File: config.mk
export PLATFORM = sky130hd
export DESIGN_NAME = fp32_divider_flat
export DESIGN_NICKNAME = d
export VERILOG_FILES = /design/src/rtl/fp32_divider_if.sv /design/src/rtl/fp32_divider.sv /design/src/flat_wrapper.sv
export SDC_FILE = /design/constraint.sdc
export NUM_CORES = 1
export LEC_CHECK = 0
export ABC_AREA = 0
export BUFFER_PORTS_ARGS = -buffer_cell sky130_fd_sc_hd__buf_2
export CORE_UTILIZATION = 58
export DETAILED_ROUTE_END_ITERATION = 6
export PLACE_DENSITY = 0.79
export SETUP_SLACK_MARGIN = 0.5
export SLEW_MARGIN = 10
export SYNTH_ARGS = -nofsm -noshare
export SYNTH_HDL_FRONTEND = slang
export SYNTH_SLANG_ARGS = --single-unit
File: constraint.sdc
create_clock -name clk -period 3.6 [get_ports clk]
set_input_delay 0.9 -clock clk [delete_from_list [all_inputs] [get_ports clk]]
set_output_delay 0.9 -clock clk [all_outputs]
set_load 0.01 [all_outputs]
File: src/rtl/fp32_divider_if.sv
// Start/done handshake and operand/result bundle for the FP32 divider.
// The controller side uses the master modport, the divider uses slave.
interface fp32_divider_if;
    logic        startDiv;
    logic [31:0] A;
    logic [31:0] B;
    logic [31:0] Result;
    logic        busy;
    logic        doneDiv;

    modport master (output startDiv, A, B, input Result, busy, doneDiv);
    modport slave  (input startDiv, A, B, output Result, busy, doneDiv);
endinterface

File: src/rtl/fp32_divider.sv
// Sequential FP32 divider: 25-cycle restoring division of the significands, truncated result.
// Optional macro FP32_DIV_SPECIAL_EN adds zero/infinity/NaN and exponent range handling.
module fp32_divider (
    input  logic           clk,
    input  logic           rst,
    fp32_divider_if.slave  dif
);

    typedef enum logic [1:0] {IDLE, DIV, NORM, DONE} state_t;

    state_t      state;
    state_t      state_nxt;
    logic [31:0] a_reg;
    logic [31:0] b_reg;
    logic [24:0] rem;
    logic [24:0] quo;
    logic [4:0]  cnt;
    logic [31:0] result_reg;

    logic [24:0] mb;
    logic        qbit;
    logic [23:0] diff;
    logic [23:0] rem_d;

    // When the subtraction is taken the difference is below Mb < 2^24, so 24 bits suffice.
    assign mb    = {2'b01, b_reg[22:0]};
    assign qbit  = (rem >= mb);
    assign diff  = rem[23:0] - mb[23:0];
    assign rem_d = qbit ? diff : rem[23:0];

    function automatic logic [31:0] pack_result(input logic [31:0] a,
                                                input logic [31:0] b,
                                                input logic [24:0] q);
        logic              sign;
        logic signed [9:0] e;
        logic [22:0]       frac;
        logic [31:0]       res;
        sign = a[31] ^ b[31];
        e    = $signed({2'b00, a[30:23]}) - $signed({2'b00, b[30:23]})
             + (q[24] ? 10'sd127 : 10'sd126);
        frac = q[24] ? q[23:1] : q[22:0];
        res  = {sign, e[7:0], frac};
`ifdef FP32_DIV_SPECIAL_EN
        if (a[30:23] == 8'd0 && b[30:23] == 8'd0)
            res = 32'h7FC0_0000;
        else if (b[30:23] == 8'd0)
            res = {sign, 8'hFF, 23'd0};
        else if (a[30:23] == 8'd0)
            res = {sign, 31'd0};
        else if (e >= 10'sd255)
            res = {sign, 8'hFF, 23'd0};
        else if (e <= 10'sd0)
            res = {sign, 31'd0};
`endif
        return res;
    endfunction

    always_ff @(posedge clk) begin
        if (rst)
            state <= IDLE;
        else
            state <= state_nxt;
    end

    always_comb begin
        state_nxt = state;
        case (state)
            IDLE:    if (dif.startDiv) state_nxt = DIV;
            DIV:     if (cnt == 5'd0)  state_nxt = NORM;
            NORM:    state_nxt = DONE;
            DONE:    state_nxt = IDLE;
            default: state_nxt = IDLE;
        endcase
    end

    always_ff @(posedge clk) begin
        if (rst) begin
            a_reg      <= '0;
            b_reg      <= '0;
            rem        <= '0;
            quo        <= '0;
            cnt        <= '0;
            result_reg <= '0;
        end else begin
            case (state)
                IDLE: if (dif.startDiv) begin
                    a_reg <= dif.A;
                    b_reg <= dif.B;
                    rem   <= {2'b01, dif.A[22:0]};
                    quo   <= '0;
                    cnt   <= 5'd24;
                end
                DIV: begin
                    quo <= {quo[23:0], qbit};
                    rem <= {rem_d, 1'b0};
                    if (cnt != 5'd0)
                        cnt <= cnt - 5'd1;
                end
                NORM:    result_reg <= pack_result(a_reg, b_reg, quo);
                default: ;
            endcase
        end
    end

    assign dif.Result  = result_reg;
    assign dif.busy    = (state != IDLE);
    assign dif.doneDiv = (state == DONE);

endmodule

File: src/flat_wrapper.sv
// flat-port wrapper written by rule: the top's interface ports become plain ports
module fp32_divider_flat 
  (clk, rst, dif_startDiv, dif_A, dif_B, dif_Result, dif_busy, dif_doneDiv);
  fp32_divider_if dif_i ();
  input  logic clk;
  input  logic rst;
  input wire logic [$bits(dif_i.startDiv)-1:0] dif_startDiv;
  input wire logic [$bits(dif_i.A)-1:0] dif_A;
  input wire logic [$bits(dif_i.B)-1:0] dif_B;
  output wire logic [$bits(dif_i.Result)-1:0] dif_Result;
  output wire logic [$bits(dif_i.busy)-1:0] dif_busy;
  output wire logic [$bits(dif_i.doneDiv)-1:0] dif_doneDiv;
  assign dif_i.startDiv = dif_startDiv;
  assign dif_i.A = dif_A;
  assign dif_i.B = dif_B;
  assign dif_Result = dif_i.Result;
  assign dif_busy = dif_i.busy;
  assign dif_doneDiv = dif_i.doneDiv;
  fp32_divider u_core (.clk(clk), .rst(rst), .dif(dif_i));
endmodule
* After elaboration in Yosys (flattened, before gate mapping)
Index checks and enable logic that the tools add are counted.
** Cells by class
- Reductions and logical operators :: 9
- Equal/unequal tests :: 6
- Bitwise operators :: 1
- $add $sub $neg :: 4
- Multiplexer cells :: 13
- $lt $le $gt $ge :: 1
** Operator list (count)
- 25-bit case mux with 2 select lines :: 2
- 25-bit 2-to-1 mux :: 2
- 25-bit by 24-bit >= comparator with 1-bit output :: 1
- 24-bit 2-to-1 mux :: 1
- 24-bit subtractor :: 1
- 23-bit 2-to-1 mux :: 1
- 5-bit 2-to-1 mux :: 2
- 5-bit case mux with 2 select lines :: 1
- 8-bit adder :: 1
- 2-bit case mux with 4 select lines :: 1
- 8-bit subtractor :: 1
- 2-bit AND reduction :: 3
- 5-bit zero test :: 1
- 5-bit nonzero test :: 1
- 5-bit by 1-bit subtractor with 5-bit output (second input constant) :: 1
- 2-bit == test (second input constant) :: 2
- 2-bit 2-to-1 mux :: 2
- 2-bit by 1-bit != test with 1-bit output (second input constant) :: 2
- 2-bit nonzero test :: 2
- 3-bit AND reduction :: 1
- 2-bit by 1-bit == test with 1-bit output (second input constant) :: 1
- 2-bit zero test :: 1
- 2-bit != test (second input constant) :: 1
- 1-bit 2-to-1 mux :: 1
- 1-bit bitwise XOR :: 1
** Word-level totals
- Word-level logic and storage cells :: 41
- Input port bits :: 67
- Bits in registers :: 153

* Depth between registers and ports, before layout
Gate-level depths: netlist (run 1).
- Depth after elaboration :: 3
- Gate-level depth with buffers :: 14
- Mapped depth without buffers :: 14

* Least setup slack after synthesis (run 1)
Ideal clock, no wire load.
- Path type :: flip-flop to flip-flop
- Start :: register u_core.rem[0]
- End :: register u_core.rem[23]
- Setup slack :: 996 ps
- Clock period less this slack :: 2604 ps
- Buffers on the path :: 0
- Stages on the path, launching flop included :: 13
- Arrival :: 2525 ps
- Library setup time :: 79 ps
- Cell sequence :: dfxtp_1 inv_1 ha_1 fa_1 and2b_1 nor3_1 o21ai_1 a31oi_1 or4_1 nand3_1 xor2_1 mux2i_1 a211oi_2
** Between the ends
- Word-level cells in the longest chain between the ends :: 3
- Elaborated cells between the ends (all ways) :: 4
- Those cells by class :: 1 x add/sub; 1 x order compare; 2 x mux
** Ends and longest elaborated chain
- start: declaration :: RTL line fp32_divider.sv:15 : logic [24:0] rem;
- start signal: assignment :: RTL line fp32_divider.sv:89 : rem <= {2'b01, dif.A[22:0]};
- start signal: assignment :: RTL line fp32_divider.sv:95 : rem <= {rem_d, 1'b0};
- 24-bit subtractor or 25-bit by 24-bit >= comparator with 1-bit output (tied branches) :: RTL line fp32_divider.sv:28, fp32_divider.sv:27
- 24-bit 2-to-1 mux (*) :: RTL line fp32_divider.sv:29 : assign rem_d = qbit ? diff : rem[23:0];
- 25-bit case mux with 2 select lines (*) :: RTL line fp32_divider.sv:85 : case (state)
Mark *: on every way between the ends. The rest lies on a longest branch, timed or not.
A chain may end at the register's enable or synchronous reset.

* Worst setup path in the final report (run 1)
- Start :: register u_core.b_reg[16]
- End :: register u_core.rem[4]
** Between the ends
- Word-level cells in the longest chain between the ends :: 3
** Ends and longest elaborated chain
- start: declaration :: RTL line fp32_divider.sv:14 : logic [31:0] b_reg;
- start signal: assignment :: RTL line fp32_divider.sv:88 : b_reg <= dif.B;
- 25-bit by 24-bit >= comparator with 1-bit output :: RTL line fp32_divider.sv:27 : assign qbit = (rem >= mb);
- 24-bit 2-to-1 mux :: RTL line fp32_divider.sv:29
- 25-bit case mux with 2 select lines :: RTL line fp32_divider.sv:85
Every way passes these cells.

==> results of run 1 <==
cells in the mapped netlist (2+ instances only):
| cell type | instances |
|---|---|
| dfxtp_1 | 130 |
| nand2_1 | 116 |
| nor2_1 | 102 |
| a21oi_1 | 85 |
| inv_1 | 53 |
| ha_1 | 43 |
| clkbuf_1 | 38 |
| mux2i_1 | 37 |
| a211oi_1 | 33 |
| o21ai_0 | 33 |
| a22oi_1 | 26 |
| xnor2_1 | 21 |
| a21o_1 | 15 |
| nor3_1 | 15 |
| o21ai_1 | 9 |
| xor2_1 | 9 |
| nor2b_1 | 8 |
| buf_1 | 7 |
| nand2b_1 | 6 |
| a32oi_1 | 4 |
| and3_1 | 4 |
| a221o_1 | 3 |
| a31oi_1 | 3 |
| nand3_1 | 3 |
| nand4_1 | 3 |
| nor4_1 | 3 |
| or3_1 | 3 |
| a211oi_2 | 2 |
| and2_1 | 2 |
| and2b_1 | 2 |
| buf_2 | 2 |
| buf_6 | 2 |
| fa_1 | 2 |
| nor4_2 | 2 |
| o22ai_1 | 2 |
| o31ai_1 | 2 |
| or4_1 | 2 |
cell usage in the layout, fill, tap and decap left out, types with 9 or more instances in the layout:
cell type  Yosys  final
mux2i_1       37     37
buf_4          1     10
buf_2          2     99
xor2_1         9      9
a21o_1        15     15
ha_1          43     42
o21ai_0       33     33
a22oi_1       26     26
nand2_1      116    116
a211oi_1      33     33
xnor2_1       21     21
a21oi_1       85     84
nor3_1        15     15
inv_1         53     53
nor2_1       102    102
clkbuf_16      0     17
dfxtp_1      130    130
metal layers:
| layer | vias up | share of wire (%) |
|---|---|---|
| met2 | 189 | 45 |
| met4 | 0 | 1.6 |
| met3 | 21 | 6.0 |
| met1 | 2775 | 48 |
| met5 | - | 0 |
| li1 | 3085 | - |
final cells by class:
type,instances,area [sq um],area share [%]
multi-input cells,615,3870,48.4
flip-flops and latches,130,2600,32.6
repair buffers,109,571,7.14
clock buffers,22,464,5.81
inverters,53,199,2.49
well taps,143,179,2.24
clock inverters,10,109,1.36
metrics by stage:
stage          setup slack, ns  hold WS, ns  instance area [sq um]  instances
2_1_floorplan            0.996        0.425                   6860        848
3_3_place_gp             0.728        0.436                   7400       1050
3_5_place_dp             0.703        0.440                   7400       1050
4_1_cts                  0.665        0.447                   7980       1082
5_1_grt                  0.508        0.463                   8000       1082
6_report                 0.634        0.443                   8000       1082
power by group:
part / switching, mW / internal (mW) / total, mW
Clock: 0.619 / 1.05 / 1.67
Sequential: 0.226 / 1.79 / 2.02
Combinational: 2.40 / 1.65 / 4.06
worst paths after layout:
path / to / cells after the start
hold reg to reg: u_core.rem[24] / 2
hold / removal: u_core.rem[24] / 2
setup reg to reg: u_core.rem[4] / 12
setup / recovery: u_core.rem[4] / 12
worst reg2reg max path: stages, from the launching register on:
cell      delay (ns)
dfxtp_1         0.33
inv_1           0.05
ha_1            0.39
a21oi_1         0.23
inv_1           0.09
or3_1           0.40
a21oi_2         0.20
a21oi_4         0.06
a41oi_4         0.22
buf_4           0.32
nor2_1          0.09
a211oi_1        0.34
o21ai_1         0.12
repair_timing:
action | CTS | global route
setup buffers | 0 | 0
gates resized for setup | 0 | 3
endpoints found under the setup margin | 0 | 2
logic make-up (layout without fill, tap and decap cells):
kind of cell               Yosys count  count (layout)  synth area share [%]
and+or+nand+nor                    275             275                  17.2
AOI/OAI and AO/OA                  228             228                  21.3
DFF                                130             130                  38.0
buffers and inverters              103             194                  5.95
adders and majority gates           45              45                  8.43
muxes                               37              37                  5.40
xor gates and xnor gates            30              30                  3.83
==> impl_metrics.json, run 1 <==
{
  "status": "finished, final reports clean",
  "crit_type": "register to register",
  "maxCapViolCount": 0,
  "crit_start": "u_core.b_reg[16]",
  "drt-initial-drc-count": 415,
  "critPathSlowestCell": "or3_1",
  "grt_pass1_wl_um": 26900,
  "place_hpwl_um": 10500,
  "dieArea_sq_um": 12300,
  "rsz0062_at_grt": "no",
  "grt_start_max_net_pins": 65,
  "finalHoldViolCount": 0,
  "tns_ns": 0,
  "timing.fmax_mhz": 337,
  "clock_skew_ns": 0.00924,
  "diodes": 0,
  "relSlewSlack_pct": 25.4,
  "ant_nets": 0,
  "drc": 0,
  "hold_path_startpoint": "u_core.rem[24]",
  "synth_warnings": 0,
  "nets": 1038,
  "hold_path_class": "register to register",
  "async_flop_share_pct": 0,
  "cts_sinks": 130,
  "htreeDepth": 4,
  "fin_util_pct": 69.7,
  "die_width_um": 111,
  "drt-total-wl_um": 15700,
  "cpMostUsedCell": "inv_1",
  "synth_ff_type": "dfxtp_1",
  "fillers": 923,
  "clk_latency_ns": 0.41,
  "ir_drop_mv": 0.597,
  "globalRouteOverflowTotal": 0,
  "p_leak_nw": 3.34,
  "routedWlPerCell_um": 14.5,
  "antenna_found_initial": 0,
  "p_total_mw": 7.74,
  "synth_top_area_share_pct": 38.0,
  "netlist_area_sq_um": 6860,
  "synth-seq-area-share_pct": 38.0,
  "max_stage_delay_ns": 0.40,
  "finalSetupViolCount": 0,
  "path_delay_family": "compound AO/OA/AOI/OAI gates",
  "cts-root-buf": "clkbuf_16",
  "cp-end-kind": "register",
  "reg2reg_slack_ns": 0.63,
  "area_growth_pct": 16.6,
  "clk_pin_slew_ns": 0.06,
  "ios": 101,
  "worstPathArrival_ns": 3.25,
  "synth_cell_type_count": 53,
  "crit_required_ns": 3.89,
  "yosys.area.top_type": "dfxtp_1",
  "power_density_nw_per_um2": 968,
  "grt_pass1_vias": 5717,
  "timing.final.crit_period_ns": 2.97,
  "core_sq_um": 11500,
  "startpoint_type": "register",
  "clockBufferDepth": 2,
  "grt_use_met3_pct": 6.29,
  "cts_buffers": 17,
  "drive_above_1_share_pct": 16.1,
  "viasPerCell": 5.61,
  "grt_busiest_layer": "met2",
  "syn_inst": 848,
  "num_vias": 6070,
  "gr-usage-met1_pct": 36.5,
  "syn-num-nets": 960,
  "gp_congestion": 0.894,
  "cp_cell_sequence": "inv_1 > ha_1 > a21oi_1 > inv_1 > or3_1 > a21oi_2 > a21oi_4 > a41oi_4 > buf_4 > nor2_1 > a211oi_1 > o21ai_1",
  "initial_utilization_pct": 59.8,
  "synth_edf_count": 0,
  "rows": 39,
  "report.final.slew_viol_count": 0,
  "syn_area_per_cell_sq_um": 8.09,
  "first_pass_iters": 5,
  "cts_tree": "yes",
  "die_h_um": 111,
  "ys_top_cells_by_area": "dfxtp_1 38%, ha_1 7.8%, nand2_1 6.4%, a21oi_1 6.2%, nor2_1 5.6%",
  "cp_max_fo": 27,
  "synth_seq_cells": 130,
  "min_period_over_period_pct": 82.4,
  "crit_buf_inv": 3,
  "tightestPinTransition_ns": 1.12,
  "ctsHoldBuffers": 0,
  "portBuffers": 100,
  "grt_usage_pct": 27.0,
  "rr_startpoint": "u_core.b_reg[16]",
  "met2_usage_pct": 42.2
}
(Power assumes the default switching activity.)
==> run 2, diff against run 1 <==
ABC_AREA = 1   (was 0)
CORE_UTILIZATION = 53   (was 58)
PLACE_DENSITY = 0.75   (was 0.79)
clock period = 2.6 ns   (was 3.6 ns; I/O delays follow)
==> run 2 against run 1 <==
Clock skew is 0.0021 ns lower; final cell count is 31% higher; register-to-register slack worse by 0.11 ns; critical endpoint is now u_core.rem[11]; critical path depth stayed put; non-clock buffer count is 25 higher; flip-flop and latch count stayed put; largest cell class unchanged; highest routed layer unchanged; largest power group unchanged; core utilization is 3.2 points lower; sequential share of layout area is 5.6 points lower; worst setup slack worse by 0.11 ns; die area is 25% higher; combinational power is 130% higher.
==> impl_metrics.json, run 2 <==
{
  "status": "finished, final reports clean",
  "ir_drop_mv": 0.695,
  "ctsHoldBuffers": 0,
  "die_width_um": 124,
  "routedWlPerCell_um": 15.2,
  "async_flop_share_pct": 0,
  "clockBufferDepth": 2,
  "cts_buffers": 17,
  "final_cell_mix": "196 x nand2_1, 153 x inv_1, 123 x dfxtp_1",
  "nets": 1331,
  "cts_tree": "yes",
  "routed-wl-met2_um": 9900,
  "grt_pass1_vias": 6969,
  "p_leak_nw": 4.49,
  "syn_inst": 1118,
  "drt-initial-drc-count": 576,
  "clk_pin_slew_ns": 0.06,
  "cts-root-buf": "clkbuf_16",
  "rr_startpoint": "u_core.rem[20]",
  "synthTopCellsByCount": "208 x nand2_1, 162 x inv_1, 130 x dfxtp_1, 120 x a21oi_1, 93 x o21ai_0",
  "cts_sinks": 130,
  "clock_skew_ns": 0.00713,
  "p_int_mw": 7.76,
  "final_common_cell": "nand2_1",
  "synth_ff_type": "dfxtp_1",
  "tightestPinTransition_ns": 0.631,
  "ant_nets": 0,
  "die_h_um": 124,
  "initial_utilization_pct": 54.2,
  "cp_max_fo": 5,
  "yosysMostFrequentCell": "nand2_1",
  "grt_usage_pct": 28.1,
  "rows": 44,
  "drive_above_1_share_pct": 27.1,
  "finalHoldViolCount": 0,
  "timing.fmax_mhz": 482,
  "syn_area_per_cell_sq_um": 7.05,
  "crit_type": "register to register",
  "drc": 0,
  "globalRouteOverflowTotal": 0,
  "area_growth_pct": 22.7,
  "first_pass_iters": 6,
  "dieArea_sq_um": 15400,
  "swShare_pct": 48.0,
  "place_hpwl_um": 14100,
  "crit_required_ns": 2.96,
  "p_comb_share_pct": 63.5,
  "synth-seq-area-share_pct": 33.0,
  "worstSetupEndpoint": "u_core.rem[11]",
  "gp_congestion": 0.956,
  "yosys.area.top_type": "dfxtp_1",
  "route.met3.wl_um": 1180,
  "timing.final.crit_period_ns": 2.07,
  "holdWs_ns": 0.460,
  "syn-num-nets": 1230,
  "num_vias": 7609,
  "crit_start": "u_core.rem[20]",
  "p_sw_mw": 7.16,
  "stdcell_count": 1415,
  "grt_start_max_net_pins": 93,
  "diodes": 0,
  "antenna_found_initial": 0,
  "pwr-share-seq_pct": 20.3,
  "reg2reg_depth": 12,
  "hold_path_class": "register to register",
  "netlist_area_sq_um": 7880,
  "dp_cells": 1365,
  "startpoint_type": "register",
  "reg2reg_slack_ns": 0.53,
  "maxCapViolCount": 0,
  "worstPathArrival_ns": 2.43,
  "drt-total-wl_um": 21500,
  "finalSetupViolCount": 0,
  "whs_path_depth": 2,
  "ys_top_cells_by_area": "dfxtp_1 33%, nand2_1 9.9%, inv_1 7.7%, a21oi_1 7.6%, ha_1 6.8%",
  "htreeDepth": 4,
  "synth_edf_count": 0,
  "synth_seq_cells": 130,
  "report.final.slew_viol_count": 0,
  "detail_route.wirelength.met1_um": 9910,
  "synth_cell_type_count": 37,
  "viasPerCell": 5.38,
  "clkPwrFrac_pct": 16.2,
  "cp-end-kind": "register",
  "power_density_nw_per_um2": 1540,
  "clk_latency_ns": 0.43,
  "synth_top_area_share_pct": 33.0,
  "fin_util_pct": 66.6,
  "rr_endpoint": "u_core.rem[11]",
  "topRoutingLayerUsed": "met4",
  "relSlewSlack_pct": 57.9,
  "synth_warnings": 0,
  "portBuffers": 100,
  "final_area_sq_um": 9670,
  "core_sq_um": 14500,
  "min_period_over_period_pct": 79.8,
  "rsz0062_at_grt": "yes",
  "ios": 101,
  "tns_ns": 0,
  "placed_cell_area_sq_um": 8490,
  "grt_pass1_wl_um": 33400
}
==> run 2: cell types whose count changed after synthesis, moves of 35 or more <==
cell / change
mux2i_1: -37
inv_1: +109
o21ai_0: +60
o211ai_1: +35
a21oi_1: +35
nand2_1: +92
==> run 2: cell type report <==
class,count,area (sq um)
fill,1285,4860
multi-input combinational,758,4780
sequential,130,2610
timing repair buffer,134,800
inverter,178,672
clock buffer,21,450
tap,184,230
clock inverter,10,133
==> run 2: worst max-delay path: stages, from the launching register on <==
cell and delay, ns:
dfxtp_1 0.40, ha_4 0.26, a21oi_2 0.16, nand2_1 0.12, nand2_1 0.09, nand2_1 0.12, a21oi_4 0.18, buf_4 0.15
nand3_4 0.07, buf_4 0.16, nand2_2 0.05, nand3_1 0.10, a21oi_2 0.15
==> run 2: how the worst min path moves through the flow <==
| stage | to | from | slack [ns] |
|---|---|---|---|
| after global routing | u_core.a_reg[28] | u_core.a_reg[28] | 0.47 |
| after CTS | u_core.a_reg[28] | u_core.a_reg[28] | 0.46 |
| after floorplan | u_core.a_reg[23] | u_core.a_reg[23] | 0.43 |
| final | u_core.a_reg[28] | u_core.a_reg[28] | 0.46 |
| after detailed placement | u_core.a_reg[28] | u_core.a_reg[28] | 0.45 |
| after global placement | u_core.b_reg[18] | u_core.b_reg[18] | 0.44 |
==> run 2: kinds of logic after synthesis <==
group / Yosys count / synth area share (%)
XOR/XNOR: 22 / 2.44
AO/OA/AOI/OAI: 277 / 19.9
adder cells (fa/ha/maj): 45 / 7.33
buffers and inverters: 231 / 11.8
AND/OR/NAND/NOR: 413 / 25.6
flip-flops: 130 / 33.0
==> run 2: repair_timing <==
item / CTS / global route
setup buffers: 10 / 8
gates resized for setup: 15 / 84
pin swaps: 6 / 14
endpoints found under the hold margin: 0 / 0
gates cloned: 1 / 0
setup endpoints to repair: 51 / 59
==> run 2: stage by stage <==
stage / setup slack [ns] / power [mW]
floorplan: 0.543 / 9.15
global placement: 0.357 / 10.8
detailed placement: 0.301 / 10.9
CTS: 0.502 / 13.8
global route: 0.373 / 16.1
finish: 0.525 / 14.9
==> run 2: power groups by stage <==
stage	Combinational [mW]	Sequential [mW]	Clock (mW)
finish	9.48	3.03	2.42
global route	10.5	3.10	2.52
CTS	8.39	2.93	2.44
detailed placement	7.95	2.97	0
global placement	7.83	2.96	0
floorplan	6.16	2.98	0
==> run 2: layer usage <==
layer  GRT usage, %  vias up
met4           9.82        0
met2           44.2      240
met3           5.49       41
li1               -     3830
met5              0        -
met1           38.2     3498
